### src/rtl/shared_adder_scheduler.sv
// Wide (N*CHUNKS-bit) adder built from a single shared N-bit ripple slice,
// time-multiplexed between two round-robin requesters, LSB chunk first.

module ripple_carry_adder #(
  parameter int unsigned N = 4
) (
  input  logic [N-1:0] a,
  input  logic [N-1:0] b,
  input  logic         cin,
  output logic [N-1:0] sum,
  output logic         cout
);
  logic [N:0] c;

  assign c[0] = cin;
  for (genvar i = 0; i < N; i++) begin : g_fa
    assign sum[i]  = a[i] ^ b[i] ^ c[i];
    assign c[i+1]  = (a[i] & b[i]) | (c[i] & (a[i] ^ b[i]));
  end
  assign cout = c[N];
endmodule

module shared_adder_scheduler #(
  parameter int unsigned N      = 4,
  parameter int unsigned CHUNKS = 4
) (
  input  logic                clk,
  input  logic                rst,
  input  logic                req0_valid,
  output logic                req0_ready,
  input  logic [N*CHUNKS-1:0] req0_a,
  input  logic [N*CHUNKS-1:0] req0_b,
  input  logic                req0_cin,
  input  logic                req1_valid,
  output logic                req1_ready,
  input  logic [N*CHUNKS-1:0] req1_a,
  input  logic [N*CHUNKS-1:0] req1_b,
  input  logic                req1_cin,
  output logic                resp_valid,
  input  logic                resp_ready,
  output logic                resp_id,
  output logic [N*CHUNKS-1:0] resp_sum,
  output logic                resp_cout
);
  localparam int unsigned W    = N * CHUNKS;
  localparam int unsigned IDXW = (CHUNKS > 1) ? $clog2(CHUNKS) : 1;
  localparam logic [IDXW-1:0] LAST_IDX = IDXW'(CHUNKS - 1);

  typedef enum logic [1:0] {IDLE, ADD, DONE} state_e;

  state_e          state, state_next;
  logic [W-1:0]    a_reg, b_reg, sum_reg;
  logic [IDXW-1:0] idx;
  logic            carry_reg;
  logic            id_reg;
  logic            last_grant;
  logic            grant_c;
  logic            accept_c;
  logic [N-1:0]    add_a_c, add_b_c, add_sum_c;
  logic            add_cout_c;

  // Round-robin: a lone requester wins, otherwise whoever did not win last.
  always_comb begin
    grant_c = ~last_grant;
    if (req0_valid && !req1_valid) begin
      grant_c = 1'b0;
    end else if (req1_valid && !req0_valid) begin
      grant_c = 1'b1;
    end
  end

  assign req0_ready = (state == IDLE) && !grant_c && !rst;
  assign req1_ready = (state == IDLE) &&  grant_c && !rst;
  assign accept_c   = (req0_valid && req0_ready) || (req1_valid && req1_ready);

  assign add_a_c = a_reg[idx*N +: N];
  assign add_b_c = b_reg[idx*N +: N];

  ripple_carry_adder #(.N(N)) u_slice (
    .a    (add_a_c),
    .b    (add_b_c),
    .cin  (carry_reg),
    .sum  (add_sum_c),
    .cout (add_cout_c)
  );

  // State register.
  always_ff @(posedge clk) begin
    if (rst) begin
      state <= IDLE;
    end else begin
      state <= state_next;
    end
  end

  // Next-state logic.
  always_comb begin
    state_next = state;
    case (state)
      IDLE:    if (accept_c) state_next = ADD;
      ADD:     if (idx == LAST_IDX) state_next = DONE;
      DONE:    if (resp_ready) state_next = IDLE;
      default: state_next = IDLE;
    endcase
  end

  // Operand capture, chunk-serial accumulation and response registers.
  always_ff @(posedge clk) begin
    if (rst) begin
      a_reg      <= '0;
      b_reg      <= '0;
      sum_reg    <= '0;
      idx        <= '0;
      carry_reg  <= 1'b0;
      id_reg     <= 1'b0;
      last_grant <= 1'b1;
      resp_valid <= 1'b0;
      resp_id    <= 1'b0;
      resp_cout  <= 1'b0;
    end else begin
      resp_valid <= (state_next == DONE);
      case (state)
        IDLE: begin
          if (accept_c) begin
            a_reg      <= grant_c ? req1_a : req0_a;
            b_reg      <= grant_c ? req1_b : req0_b;
            carry_reg  <= grant_c ? req1_cin : req0_cin;
            id_reg     <= grant_c;
            last_grant <= grant_c;
            idx        <= '0;
          end
        end
        ADD: begin
          sum_reg[idx*N +: N] <= add_sum_c;
          carry_reg           <= add_cout_c;
          idx                 <= idx + 1'b1;
          if (idx == LAST_IDX) begin
            resp_cout <= add_cout_c;
            resp_id   <= id_reg;
          end
        end
        default: ;
      endcase
    end
  end

  assign resp_sum = sum_reg;
endmodule

### config.mk
export PLATFORM = sky130hd
export DESIGN_NAME = shared_adder_scheduler
export DESIGN_NICKNAME = d
export VERILOG_FILES = /design/src/rtl/shared_adder_scheduler.sv
export SDC_FILE = /design/constraint.sdc
export NUM_CORES = 1
export LEC_CHECK = 0
export CAP_MARGIN = 10
export CORE_ASPECT_RATIO = 1.5
export CORE_MARGIN = 2
export CORE_UTILIZATION = 40
export CTS_CLUSTER_DIAMETER = 40
export DETAILED_ROUTE_END_ITERATION = 10
export PLACE_DENSITY_LB_ADDON = 0.15
export SLEW_MARGIN = 0
export SYNTH_ARGS = -nofsm -noshare
export SYNTH_HDL_FRONTEND = slang
export SYNTH_SLANG_ARGS = --single-unit
### constraint.sdc
create_clock -name clk -period 8.95 [get_ports clk]
set_clock_uncertainty 0.1 [all_clocks]
set_input_delay 0.895 -clock clk [delete_from_list [all_inputs] [get_ports clk]]
set_output_delay 0.895 -clock clk [all_outputs]
set_load 0.1 [all_outputs]
Word level (Yosys, flattened, before mapping)
Cells that the tools add are included.
{ "totals": {"register_bits": 58, "output_inout_bits": 21, "elab_cells": 75} }
{ "op_classes": {"addsub": 2, "eq_ne": 5, "n_shift": 4, "n_mux": 14, "bitwise_logic": 21, "n_reduce_logical": 18} }
{ "ops": {"columns": ["cell", "n"], "rows": [
  ["negation 4 -> 34 bit", 1],
  ["variable shift 4 x 34 -> 16 bit, first input constant", 1],
  ["variable part select 4 x 34 -> 16 bit", 1],
  ["2-to-1 mux 16 bit", 2],
  ["variable part select 16 x 5 -> 4 bit", 2],
  ["bitwise mux 16 bit", 1],
  ["AND 1 bit", 8],
  ["logical AND 1 bit", 8],
  ["2-to-1 mux 2 bit", 4],
  ["bitwise XOR 1 bit", 8],
  ["== test 2 bit, second input constant", 3],
  ["one-hot mux 2 bit (3 select lines)", 1],
  ["AND reduction 2 bit", 3],
  ["zero test 1 bit", 4],
  ["2-to-1 mux 1 bit", 4],
  ["bitwise OR 1 bit", 4],
  ["one-hot mux 2 bit (2 select lines)", 1],
  ["adder 2 x 1 -> 2 bit, second input constant", 1],
  ["== test 2 x 1 -> 1 bit, second input constant", 1],
  ["zero test 2 bit", 1],
  ["inequality test 2 bit, second input constant", 1],
  ["one-hot mux 1 bit (2 select lines)", 1],
  ["nonzero test 2 bit", 1],
  ["logical OR 1 bit", 1],
  ["inverter 1 bit", 1]
]} }

Depth between registers and ports, before layout
{ "depth": {"word_depth": 12, "ltp_mapped": 10, "mapped_depth_nobuf": 9} }

By module
A second synthesis with hierarchy kept.
{ "unflattened": {"hier_cells": 343, "hier_area_um2": 3408.3} }
{ "by_module_without_submodules": {"columns": ["module", "instances", "cells_per_inst", "area_each_um2"], "rows": [
  ["shared_adder_scheduler", 1, 329, 3290.7],
  ["ripple_carry_adder", 1, 14, 117.6]
]} }

Worst setup path after synthesis
Ideal clock, no wire load.
{ "synth_timing": {"path_type": "input -> output", "start": "in req1_valid", "end": "out req1_ready", "arrival_time_ns": 2.785, "t_required_ns": 7.955, "setup_slack_ns": 5.170, "cell_stages": 4, "cell_sequence": "inv_2 maj3_2 buf_2 nor2_1"} }
{ "synth_via": {"elab_chain_len": 5} }
{ "synth_lines": {"columns": ["element", "line", "rtl"], "rows": [
  ["from (decl)", "34", "input logic req1_valid,"],
  ["logical AND 1 bit / zero test 1 bit (equally long branches)", "67, 65", null],
  ["2-to-1 mux 1 bit / logical AND 1 bit (equally long branches)", "67, 65", null],
  ["2-to-1 mux 1 bit (*)", "65", "if (req0_valid && !req1_valid) begin"],
  ["logical AND 1 bit (*) (2 in series)", "73", "assign req1_ready = (state == IDLE) && grant_c && !rst;"],
  ["to (decl)", "35", "output logic req1_ready,"]
]} }
Mark *: on every way between the ends. The rest lies on a longest branch, timed or not.

Worst setup path in the final report
{ "layout_timing": {"start": "in req1_valid", "end": "out req0_ready"} }
{ "layout_via": {"elab_chain_len": 6} }
{ "layout_lines": {"columns": ["element", "line", "rtl"], "rows": [
  ["logical AND 1 bit / zero test 1 bit (equally long branches)", "67, 65", null],
  ["2-to-1 mux 1 bit / logical AND 1 bit (equally long branches)", "67, 65", null],
  ["2-to-1 mux 1 bit (*)", "65", null],
  ["zero test 1 bit (*)", "72", "assign req0_ready = (state == IDLE) && !grant_c && !rst;"],
  ["logical AND 1 bit (*) (2 in series)", "72", null],
  ["to (decl)", "30", "output logic req0_ready,"]
]} }
Marks and branches as above.

==> impl_results.md <==
- Vias in the first global route: 3005
- # IOs: 92
- Simple-gate portion of the synthesized area: 20.6%
- Hold Crit Class: reg -> reg
- Largest family of logic cells by synthesized area: compound AO/OA/AOI/OAI gates
- Cells after Synth: 344
- Netlist cell types: 40
- Internal power: 0.596 mW
- CTS Hold Bufs: 0
- Sw frac: 27.8%
- Placed Instance Area: 4300 sq um
- CTS tree: done
- Ratio of cells with drive above 1 in the final layout: 15.4%
- First-pass DRT Iterations: 4
- RePlAce Congestion: 0.852
- Max FO, Critical Path: 35
- Relative slew slack: 19.7%
- Post-synth EDFFs: 0
- Final max-slew violation count: 0
- Comb power frac: 22.3%
- Design Area, Final: 4610 sq um
- CP Capture Type: output port
- CTS clock-pin slew for the worst setup and hold paths: 0.05 ns
- Fmax achieved: 189 MHz
- Count of warnings emitted by yosys: 0
- Sequential cell area fraction in the yosys report: 34.2%
- WL per Instance: 17.6 um
- Worst skew pair latency: 0.33 ns
- Postcts setup bufs: 0
- Cell area after synthesis: 3400 sq um
- TritonCTS Sinks: 58
- Sum Neg Setup Slack: 0 ns
- Syn nets: 425
- Average size of a mapped cell: 9.88 sq um
- Area grow syn2layout: 35.5%
- Top Layer Used: met4
- Initial DRC Count: 173
- ANT nets after route: 0
- GR Util All Layers: 20.4%
- Seq pwr share: 35.6%
- Final hold vios: 0
- DP HPWL: 6180 um
- First-pass GRT wire length: 14600 um
- Initial antenna violation count: 0
- Most used cell, CP: clkdlybuf4s50_1
- Yosys reg bits: 58
- IO Port Bufs: 91
- Crit path time final: 5.29 ns
- Vias per cell: 5.87
- Status: finished clean
- Power Density: 179 nW/um^2
- Largest net degree at the start of global routing: 68
- CP max stage delay: 1.13 ns
- Critical Setup Path Class: in -> out
- H-tree Lvls: 3
- Clk buf depth: 2
- Total Die Area: 9270 sq um
- Placed insts: 508
- Worst Setup Start Kind: input port
- Final cycle utilization of the critical path: 59.1%
- Max-cap viol count: 0
- TritonCTS Buffers: 9
- Commonest non-fill, non-tap cell in the layout: clkdlybuf4s50_1
- Critical Path Slowest Stage Cell: clkdlybuf4s50_1
- Core region area: 8310 sq um
- Synth Area in Compound Gates: 28.3%
- Slew at the pin closest to its max-slew limit: 1.20 ns
- Asr flop ratio synth: 0%
- # rows: 41
- Nets: 493
- Worst vdd ir: 0.104 mV
- Die H: 117 um
- Post-Layout Cell Count: 523
- Synth Area in Adders: 4.90%
- Sw Pwr: 0.230 mW
- Synth Area in XOR/XNOR: 0%
- Mux share of post-synthesis cell area: 5.30%
- Met1 WL: 3580 um
- RSZ-0062 raised after global routing: no
- Power Total: 0.826 mW
- ANT cells: 0
- CTS resizes: 0
- Crit path DAT: 4.29 ns
- DR DRC count: 0
- Most frequent cells in the layout: clkdlybuf4s50_1, dfxtp_1, nand3_1
- Total wire length: 9200 um
- Post-synth top flop: dfxtp_1
- DR vias: 3071
- Met2 WL post-DR: 4890 um
- Power share of the clock group: 42.1%
- Pleak: 1.50 nW
- DR WL met3: 444 um
- CTS Root Cell: clkbuf_16
- GRT Residual Overflow: 0
- CP Cell Sequence: clkdlybuf4s50_1 -> inv_2 -> maj3_2 -> and2_1 -> clkdlybuf4s50_1
- CP required: 7.96 ns
- Chip Width: 79.3 um
- Initial Util: 40.9%
- Final setup violating endpoints: 0
==> critical path, delay by kind of cell <==
kind	cells	cell delay [ns]
buffers and inverters	3	2.12
AND/OR/NAND/NOR	1	0.24
adder cells (fa/ha/maj)	1	0.99
==> power by group through the flow <==
stage | Combinational, mW | Sequential [mW] | Clock [mW]
2_1_floorplan | 0.115 | 0.303 | 0
5_1_grt | 0.198 | 0.296 | 0.364
6_report | 0.184 | 0.294 | 0.348
4_1_cts | 0.185 | 0.294 | 0.353
3_3_place_gp | 0.182 | 0.298 | 0
3_5_place_dp | 0.184 | 0.299 | 0
==> logic make-up after synthesis <==
family	after synthesis
adder cells (fa/ha/maj)	11
buffers and inverters	50
flip-flops	58
AND/OR/NAND/NOR	123
AO/OA/AOI/OAI	94
multiplexers	8
==> cell type report <==
class,instances,area [sq um]
clock buffer,13,270
clock inverter,2,35.0
fill,764,3700
inverter,11,41.3
multi-input combinational,236,2020
sequential,58,1160
tap,107,134
timing repair buffer,96,948
==> path summary, 6_finish.rpt <==
path,startpoint,slack (ns),cells past startpoint,end
worst max register to register,idx[1],5.59,9,carry_reg
worst min register to register,resp_sum[14],0.35,2,resp_sum[14]
worst min-delay path,resp_sum[14],0.35,2,resp_sum[14]
worst max-delay path,req1_valid,3.66,5,req0_ready
==> synthesized netlist by cell type (3+ instances only) <==
library cell,instances,area (sq um)
nand2b_1,33,206
buf_2,15,75.1
dfxtp_1,58,1160
nand3b_1,5,37.5
nor2b_1,3,18.8
a21oi_1,12,60.1
fa_1,4,80.1
clkbuf_1,21,78.8
nor2_1,15,56.3
mux4_2,8,180
a32oi_1,11,96.3
buf_6,3,33.8
o221ai_2,30,450
nand2_1,13,48.8
nand3_1,37,185
o2111ai_1,33,289
ha_1,6,75.1
inv_1,10,37.5
o221ai_1,3,26.3
==> through the flow <==
stage          util [%]  worst slack [ns]  hold slack, ns
6_report           55.4              3.66           0.351
3_3_place_gp       51.7              3.69           0.347
2_1_floorplan         -              5.17           0.343
4_1_cts            55.4              3.67           0.355
3_5_place_dp       51.7              3.69           0.348
5_1_grt            55.4              3.52           0.377
==> per-layer routing <==
layer / up-vias / track usage (%)
met5: - / 0
met4: 0 / 11.0
met3: 23 / 3.60
met2: 106 / 36.5
met1: 1459 / 22.9
li1: 1483 / -
No activity file was read; power rests on OpenSTA's default activity.
